### src/rtl/spi_pkg.sv
`timescale 1ns/1ps
`default_nettype none
// +----------------------------------------------------------------------+
// | spi_pkg                                                              |
// | Shared types and SPI mode constants for the SPI responder.           |
// | Revision: 1.0                                                        |
// +----------------------------------------------------------------------+
package spi_pkg;

    typedef enum logic {
        IDLE   = 1'b0,
        ACTIVE = 1'b1
    } spi_slv_state_t;

    localparam int SPI_CPOL = 0;
    localparam int SPI_CPHA = 0;

endpackage : spi_pkg
`default_nettype wire

### src/rtl/spi_sync_edge.sv
`timescale 1ns/1ps
`default_nettype none
// +----------------------------------------------------------------------+
// | spi_sync_edge                                                        |
// | Multi-flop synchronizer with rise/fall pulses for one async input.   |
// | Revision: 1.0                                                        |
// +----------------------------------------------------------------------+
module spi_sync_edge #(
    parameter int   SYNC_STAGES = 2,
    parameter logic RESET_VAL   = 1'b0
) (
    input  logic clk,
    input  logic rst_n,
    input  logic i_async,
    output logic o_sync,
    output logic o_rise,
    output logic o_fall
);

    logic [SYNC_STAGES-1:0] r_sync;
    logic                   r_dly;

    // Reset value matches the idle level so release never creates an edge.
    always_ff @(posedge clk or negedge rst_n) begin
        if (!rst_n) begin
            r_sync <= {SYNC_STAGES{RESET_VAL}};
            r_dly  <= RESET_VAL;
        end else begin
            r_sync <= {r_sync[SYNC_STAGES-2:0], i_async};
            r_dly  <= r_sync[SYNC_STAGES-1];
        end
    end

    assign o_sync = r_sync[SYNC_STAGES-1];
    assign o_rise = r_sync[SYNC_STAGES-1] & ~r_dly;
    assign o_fall = ~r_sync[SYNC_STAGES-1] & r_dly;

endmodule : spi_sync_edge
`default_nettype wire

### src/rtl/spi_slave_rx_tx.sv
`timescale 1ns/1ps
`default_nettype none
// +----------------------------------------------------------------------+
// | spi_slave_rx_tx                                                      |
// | Oversampled SPI mode-0 responder with one-word TX buffer.            |
// | Revision: 1.0                                                        |
// +----------------------------------------------------------------------+
module spi_slave_rx_tx
    import spi_pkg::*;
#(
    parameter int WIDTH       = 8,
    parameter int SYNC_STAGES = 2
) (
    input  logic             clk_10MHz,
    input  logic             rst_i,
    input  logic             sclk_i,
    input  logic             cs_n_i,
    input  logic             mosi_i,
    output logic             miso_o,
    input  logic [WIDTH-1:0] tx_data_i,
    input  logic             tx_load_i,
    output logic             tx_ready_o,
    output logic [WIDTH-1:0] rx_data_o,
    output logic             rx_valid_o,
    output logic             tx_underrun_o,
    output logic             busy_o
);

    localparam int                 c_CNT_W    = (WIDTH > 2) ? $clog2(WIDTH) : 1;
    localparam logic [c_CNT_W-1:0] c_LAST_BIT = c_CNT_W'(WIDTH - 1);

    logic                   w_sclk_s, w_sclk_rise, w_sclk_fall;
    logic                   w_cs_n_s, w_cs_rise, w_cs_fall;
    logic [SYNC_STAGES-1:0] r_mosi_sync;
    logic                   w_mosi_s;
    logic                   w_lead_edge, w_trail_edge, w_sample_edge, w_shift_edge;
    logic                   w_unused_levels;

    spi_slv_state_t      r_state, w_state_nx;
    logic [c_CNT_W-1:0]  r_bit_cnt, w_bit_cnt_nx;
    logic [WIDTH-1:0]    r_rx_shift, w_rx_shift_nx;
    logic [WIDTH-1:0]    r_tx_shift, w_tx_shift_nx;
    logic [WIDTH-1:0]    r_tx_buf, w_tx_buf_nx;
    logic                r_tx_ready, w_tx_ready_nx;
    logic [WIDTH-1:0]    r_rx_data, w_rx_data_nx;
    logic                r_rx_valid, w_rx_valid_nx;
    logic                r_underrun, w_underrun_nx;
    logic                r_miso, w_miso_nx;
    logic                r_busy;
    logic                w_consume;
    logic [WIDTH-1:0]    w_tx_word;
    logic [WIDTH-1:0]    w_rx_word;

    spi_sync_edge #(
        .SYNC_STAGES (SYNC_STAGES),
        .RESET_VAL   (1'(SPI_CPOL))
    ) u_sclk_sync (
        .clk     (clk_10MHz),
        .rst_n   (rst_i),
        .i_async (sclk_i),
        .o_sync  (w_sclk_s),
        .o_rise  (w_sclk_rise),
        .o_fall  (w_sclk_fall)
    );

    spi_sync_edge #(
        .SYNC_STAGES (SYNC_STAGES),
        .RESET_VAL   (1'b1)
    ) u_cs_sync (
        .clk     (clk_10MHz),
        .rst_n   (rst_i),
        .i_async (cs_n_i),
        .o_sync  (w_cs_n_s),
        .o_rise  (w_cs_rise),
        .o_fall  (w_cs_fall)
    );

    // MOSI goes through the same depth as SCLK so data and edge stay aligned.
    always_ff @(posedge clk_10MHz or negedge rst_i) begin
        if (!rst_i) begin
            r_mosi_sync <= '0;
        end else begin
            r_mosi_sync <= {r_mosi_sync[SYNC_STAGES-2:0], mosi_i};
        end
    end

    assign w_mosi_s        = r_mosi_sync[SYNC_STAGES-1];
    assign w_unused_levels = w_sclk_s & w_cs_n_s;

    assign w_lead_edge   = (SPI_CPOL == 0) ? w_sclk_rise : w_sclk_fall;
    assign w_trail_edge  = (SPI_CPOL == 0) ? w_sclk_fall : w_sclk_rise;
    assign w_sample_edge = (SPI_CPHA == 0) ? w_lead_edge : w_trail_edge;
    assign w_shift_edge  = (SPI_CPHA == 0) ? w_trail_edge : w_lead_edge;

    assign w_tx_word = r_tx_ready ? '0 : r_tx_buf;
    assign w_rx_word = {r_rx_shift[WIDTH-2:0], w_mosi_s};

    always_ff @(posedge clk_10MHz or negedge rst_i) begin
        if (!rst_i) begin
            r_state    <= IDLE;
            r_bit_cnt  <= '0;
            r_rx_shift <= '0;
            r_tx_shift <= '0;
            r_tx_buf   <= '0;
            r_tx_ready <= 1'b1;
            r_rx_data  <= '0;
            r_rx_valid <= 1'b0;
            r_underrun <= 1'b0;
            r_miso     <= 1'b0;
            r_busy     <= 1'b0;
        end else begin
            r_state    <= w_state_nx;
            r_bit_cnt  <= w_bit_cnt_nx;
            r_rx_shift <= w_rx_shift_nx;
            r_tx_shift <= w_tx_shift_nx;
            r_tx_buf   <= w_tx_buf_nx;
            r_tx_ready <= w_tx_ready_nx;
            r_rx_data  <= w_rx_data_nx;
            r_rx_valid <= w_rx_valid_nx;
            r_underrun <= w_underrun_nx;
            r_miso     <= w_miso_nx;
            r_busy     <= (w_state_nx == ACTIVE);
        end
    end

    always_comb begin
        w_state_nx    = r_state;
        w_bit_cnt_nx  = r_bit_cnt;
        w_rx_shift_nx = r_rx_shift;
        w_tx_shift_nx = r_tx_shift;
        w_tx_buf_nx   = r_tx_buf;
        w_tx_ready_nx = r_tx_ready;
        w_rx_data_nx  = r_rx_data;
        w_rx_valid_nx = 1'b0;
        w_underrun_nx = 1'b0;
        w_miso_nx     = r_miso;
        w_consume     = 1'b0;

        case (r_state)
            IDLE: begin
                w_miso_nx    = 1'b0;
                w_bit_cnt_nx = '0;
                if (w_cs_fall) begin
                    w_state_nx = ACTIVE;
                    w_consume  = 1'b1;
                end
            end
            ACTIVE: begin
                // Deselect wins over a coincident SCLK edge; that bit is dropped.
                if (w_cs_rise) begin
                    w_state_nx   = IDLE;
                    w_bit_cnt_nx = '0;
                    w_miso_nx    = 1'b0;
                end else if (w_sample_edge) begin
                    w_rx_shift_nx = w_rx_word;
                    if (r_bit_cnt == c_LAST_BIT) begin
                        w_rx_data_nx  = w_rx_word;
                        w_rx_valid_nx = 1'b1;
                        w_bit_cnt_nx  = '0;
                    end else begin
                        w_bit_cnt_nx = r_bit_cnt + 1'b1;
                    end
                end else if (w_shift_edge) begin
                    if (r_bit_cnt != '0) begin
                        w_tx_shift_nx = {r_tx_shift[WIDTH-2:0], 1'b0};
                        w_miso_nx     = r_tx_shift[WIDTH-2];
                    end else begin
                        w_consume = 1'b1;
                    end
                end
            end
            default: w_state_nx = IDLE;
        endcase

        if (w_consume) begin
            w_tx_shift_nx = w_tx_word;
            w_miso_nx     = w_tx_word[WIDTH-1];
            w_underrun_nx = r_tx_ready;
            // A load landing on the consume cycle refills the buffer at once.
            w_tx_ready_nx = ~tx_load_i;
            if (tx_load_i) begin
                w_tx_buf_nx = tx_data_i;
            end
        end else if (tx_load_i && r_tx_ready) begin
            w_tx_buf_nx   = tx_data_i;
            w_tx_ready_nx = 1'b0;
        end
    end

    assign miso_o        = r_miso;
    assign tx_ready_o    = r_tx_ready;
    assign rx_data_o     = r_rx_data;
    assign rx_valid_o    = r_rx_valid;
    assign tx_underrun_o = r_underrun;
    assign busy_o        = r_busy;

endmodule : spi_slave_rx_tx
`default_nettype wire

### config.mk
export PLATFORM = sky130hd
export DESIGN_NAME = spi_slave_rx_tx
export DESIGN_NICKNAME = d
export VERILOG_FILES = /design/src/rtl/spi_pkg.sv /design/src/rtl/spi_sync_edge.sv /design/src/rtl/spi_slave_rx_tx.sv
export SDC_FILE = /design/constraint.sdc
export NUM_CORES = 1
export LEC_CHECK = 0
export ABC_CLOCK_PERIOD_IN_PS = 4290
export BUFFER_PORTS_ARGS = -buffer_cell sky130_fd_sc_hd__buf_2
export CAP_MARGIN = 40
export CORE_MARGIN = 2
export CORE_UTILIZATION = 35
export DETAILED_ROUTE_END_ITERATION = 10
export PLACE_DENSITY_LB_ADDON = 0.3
export SYNTH_ARGS = -nofsm -noshare
export SYNTH_HDL_FRONTEND = slang
export SYNTH_SLANG_ARGS = --single-unit
### constraint.sdc
create_clock -name clk_10MHz -period 4.29 [get_ports clk_10MHz]
set_clock_uncertainty 0.05 [all_clocks]
set_input_delay 0.429 -clock clk_10MHz [delete_from_list [all_inputs] [get_ports clk_10MHz]]
set_output_delay 0.429 -clock clk_10MHz [all_outputs]
set_load 0.1 [all_outputs]
# Word-level counts from Yosys, hierarchy flattened
# Index checks and enable logic that the tools add are counted.
[word_totals] wordCells=81 rom_bits=0 latchBits=0 mem_bits_rw=0 memories=0 reg_bits=46 output_inout_bits=13
[classes] div_mod_pow=0 bitwise=11 n_reduce_logical=11 eq_ne=8 n_mul=0 muxes=35 n_addsub=1 shift=0 n_lt_le_gt_ge=0
[op_table] operator="$mux W7" count=6
[op_table] operator="$mux W8" count=4
[op_table] operator="$mux W1" count=18
[op_table] operator="$mux W3" count=3
[op_table] operator="$ne A4 B1 Y1 const B" count=2
[op_table] operator="$reduce_bool A2 Y1" count=4
[op_table] operator="$not A1 Y1" count=7
[op_table] operator="$ne A2 B2 Y1 const B" count=3
[op_table] operator="$pmux W1 S2" count=3
[op_table] operator="$pmux W3 S2" count=1
[op_table] operator="$reduce_and A3 Y1" count=2
[op_table] operator="$reduce_and A5 Y1" count=1
[op_table] operator="$and A1 B1 Y1" count=4
[op_table] operator="$ne A4 B3 Y1 const B" count=1
[op_table] operator="$reduce_and A4 Y1" count=1
[op_table] operator="$add A3 B1 Y3 const B" count=1
[op_table] operator="$eq A3 B3 Y1 const B" count=1
[op_table] operator="$ne A3 B1 Y1 const B" count=1
[op_table] operator="$reduce_bool A3 Y1" count=1
[op_table] operator="$reduce_and A2 Y1" count=1
[op_table] operator="$logic_and A1 B1 Y1" count=1

# Depth between registers and ports, before layout
[depth] word_depth=8 ltp_mapped=7 depth_no_buf=6

# Cells and area by module
# Synthesis repeated with hierarchy kept, for this count alone.
[unflattened] hier_cells=134 hier_area_um2=1880.6
[modules_own_cells] module="spi_slave_rx_tx" area_per_inst_um2=1696.6 seq_area_each_um2=1002.2 cells_each=124 instances=1
[modules_own_cells] module="spi_sync_edge at u_cs_sync" area_per_inst_um2=93.8 seq_area_each_um2=78.8 cells_each=5 instances=1
[modules_own_cells] module="spi_sync_edge at u_sclk_sync" area_per_inst_um2=90.1 seq_area_each_um2=75.1 cells_each=5 instances=1

# Worst setup path before layout
# Ideal clock, no wire load.
[synth_timing] kind="register -> register" from="reg busy_o (netlist name)" to="reg r_tx_shift[0]" path_stages_with_launch=7 t_required_ns=4.119 arrival_ns=1.980 setup_slack_ns=2.139 period_less_slack_ns=2.151 path_cell_list="dfrtp_1 buf_6 or3b_1 buf_6 and3_4 buf_6 a22o_1"
[synth_lines] element="end signal: assignment" line_no="spi_slave_rx_tx.sv:115" text="r_tx_shift <= w_tx_shift_nx;"
[synth_lines] element="end: declaration" line_no="spi_slave_rx_tx.sv:42" text="logic [WIDTH-1:0] r_tx_shift, w_tx_shift_nx;"

# Worst setup path in the final report
[layout_timing] from="reg r_tx_ready (netlist: tx_ready_o)" to="out tx_ready_o"
[layout_lines] element="start: declaration" line_no="spi_slave_rx_tx.sv:44" text="logic r_tx_ready, w_tx_ready_nx;"
[layout_lines] element="start signal: assignment" line_no="spi_slave_rx_tx.sv:117" text="r_tx_ready <= w_tx_ready_nx;"
[layout_lines] element="end: declaration" line_no="spi_slave_rx_tx.sv:22" text="output logic tx_ready_o,"
# No word-level cell between the ends.

==> summary.md <==
| Metric | Value |
|---|---|
| FMAX | `530.1 MHz` |
| Vias per inst | `5.000` |
| Critical Path RT | `3.81 ns` |
| CP Capture Type | `primary output` |
| Die footprint | `0.006073 mm^2` |
| CTS Sinks | `46` |
| Root buffer cell | `clkbuf_8` |
| Syn_area_per_cell | `13.38 um^2` |
| TritonCTS clock tree | `built` |
| Detailed Route WL | `3.453 mm` |
| Crit-path max cell delay | `0.65 ns` |
| LEAKAGE | `1.067 nW` |
| CP cell instances | `buf_2` |
| Global route overflow | `0` |
| Tcrit/Tclk final | `0.4398` |
| Ranking of synthesized cells by instance count | `dfrtp_1 (42), mux2_2 (23), nand2_1 (9), nand2b_1 (9), nor2_1 (7)` |
| Die H | `77.93 um` |
| Main synth FF type | `dfrtp_1` |
| Largest net degree at the start of global routing | `30` |
| Final setup viols | `0` |
| Initial Util | `0.3675` |
| Die X | `77.93 um` |
| Largest delay share family, worst path | `flip-flops` |
| CP max FO | `11` |
| Fin Hold WS | `0.01331 ns` |
| Core ar. | `0.005205 mm^2` |
| Sequential-to-total area share from yosys stat | `0.6043` |
| Longest Clk Path Bufs | `2` |
| Asr flop ratio synth | `1.000` |
| Layout cells sized above 1 | `0.3793` |
| Port bufs | `26` |
| RSZ-0062 raised after global routing | `no` |
| CP max-delay cell | `dfstp_2` |
| Cell with the most instances after synthesis | `dfrtp_1` |
| Finished Core Util | `0.4272` |
| Post-DP HPWL | `2.572 mm` |
| Number of cell rows | `26` |
| Vias in the first global route | `1242` |
| Status | `completed` |
| Crit path time final | `1.887 ns` |
| Worst Path Buf+Inv | `1` |
| Worst VDD drop | `0.2261 mV` |
| CTS Buf Count | `5` |
| Top cells by area, synth | `dfrtp_1 (55%), mux2_2 (14%), dfstp_2 (5.5%), nand2b_1 (2.9%), o211ai_1 (2.4%)` |
| CP startpoint kind | `register` |
| PnR Total Power | `0.001081 W` |
| Clk slew on worst S/H paths | `0.08 ns` |
| GR Util All Layers | `0.1214` |
| WL/cell | `14.15 um` |
| Synthesized area | `0.001913 mm^2` |
| Hold_buf cts | `0` |
| Kind of critical path | `reg2out` |
| Total negative slack | `0 ns` |
| Antenna violations before repair | `0` |
| Ant. Diodes | `0` |
| Drt first pass iters | `5` |
| Post-synth EDFFs | `0` |
| Slew headroom | `0.6767` |
| Fin cells | `244` |
| Area Overhead vs Synth | `16.22%` |
| Yosys top cell by area | `dfrtp_1` |
| Ports | `27` |
| Placed insts | `236` |
| Synth Register Bits | `46` |
| RePlAce Congestion | `0.7525` |
| Crit path depth | `1` |
| Resized cells post-CTS | `0` |
| Clock latency on the worst-skew pair | `0.29 ns` |
| Post-layout net count | `190` |
| Yosys top cell area share | `0.5494` |
| P per Cell Area | `486.2 mW/mm^2` |
| Setup bufs post-CTS | `0` |
| Cells after synthesis | `143` |
| Wire length of the first global-routing pass | `5.789 mm` |
| Iter 0 DRT Violations | `31` |
| Slew Viols, Final | `0` |
| Max-Cap Viols | `0` |
| Reg2reg path depth | `6` |
| Final hold vios | `0` |
| Ys Warns | `0` |
| H-tree level count | `2` |
| Routed vias | `1220` |
| Drt drc | `0` |
| Slew @ Worst Pin | `0.4883 ns` |
| Post-Syn Nets | `160` |
| Antenna viol nets, final | `0` |
| CP Data Arrival Time | `1.41 ns` |
| Synth cell types | `31` |
| HP Class | `in2async` |
## layout by cell type, fill, tap and decap left out, types with 2 or more instances in the layout
master,synthesis,final
dfrtp_1,42,42
buf_2,0,26
mux2_2,23,23
nand2b_1,9,9
nand2_1,9,9
nor2_1,7,7
nand4_1,6,6
o211ai_1,6,6
inv_1,5,5
clkbuf_8,0,5
a21oi_1,4,4
dfstp_2,4,4
ha_1,3,3
nor2b_1,2,2
nand3_1,2,2
nor3_1,2,2
## cell families (layout without fill, tap and decap cells)
kind of cell / Yosys count / after routing / synth area share
mux: 24 / 24 / 0.1406
simple gates: 44 / 44 / 0.1341
flops: 46 / 46 / 0.6043
buf+inv: 9 / 40 / 0.02943
fa+ha+maj: 3 / 3 / 0.01962
compound gates: 17 / 17 / 0.07194
## path summary, 6_finish.rpt
kind,startpoint,end,slack [ns]
setup / recovery,tx_ready_o,tx_ready_o,2.40
hold / removal,rst_i,r_tx_shift[4],0.01
setup reg to reg,r_bit_cnt[0],r_tx_buf[4],2.45
hold reg to reg,u_sclk_sync.r_sync[0],u_sclk_sync.r_sync[1],0.30
max in group asynchronous,rst_i,u_cs_sync.r_sync[0],3.62
min in group clk_10MHz,cs_n_i,u_cs_sync.r_sync[0],0.18
## cell type report
cell class | instances | area [um^2]
well taps | 70 | 87.58
inverters | 5 | 18.77
multi-input cells | 88 | 700.7
repair buffers | 27 | 150.1
clock buffers | 6 | 72.57
flip-flops and latches | 46 | 1156
clock inverters | 2 | 37.54
fillers | 498 | 2982
## registers in the layout (all words and copies together), names as in the netlist, 2 cells and up
name and count:
u_cs_sync.r_sync 2, r_tx_shift 7, r_bit_cnt 3, u_sclk_sync.r_sync 2
r_tx_buf 8, r_rx_shift 7, r_mosi_sync 2, rx_data_o 8
## power by group
group | leakage (nW) | total [W] | internal [W] | switching, W
combinational | 0.442 | 0.000182 | 0.0000869 | 0.0000951
clock | 0.0514 | 0.000310 | 0.000174 | 0.000136
sequential | 0.574 | 0.000589 | 0.000526 | 0.0000626
## metal layers
layer  vias to the layer above  part of all wire  GRT usage
li1                        567                 -          -
met1                       606              0.44     0.1565
met2                        38              0.48     0.1888
met3                         9             0.064    0.04419
met4                         0             0.013    0.04211
met5                         -                 0          0
## per-stage QoR
step           instance area (um^2)  worst slack, ns
3_3_place_gp                   2093            2.540
4_1_cts                        2223            2.392
5_1_grt                        2223            2.342
6_report                       2223            2.403
2_1_floorplan                  1913            2.139
3_5_place_dp                   2113            2.450
No activity file was read; power rests on OpenSTA's default activity.
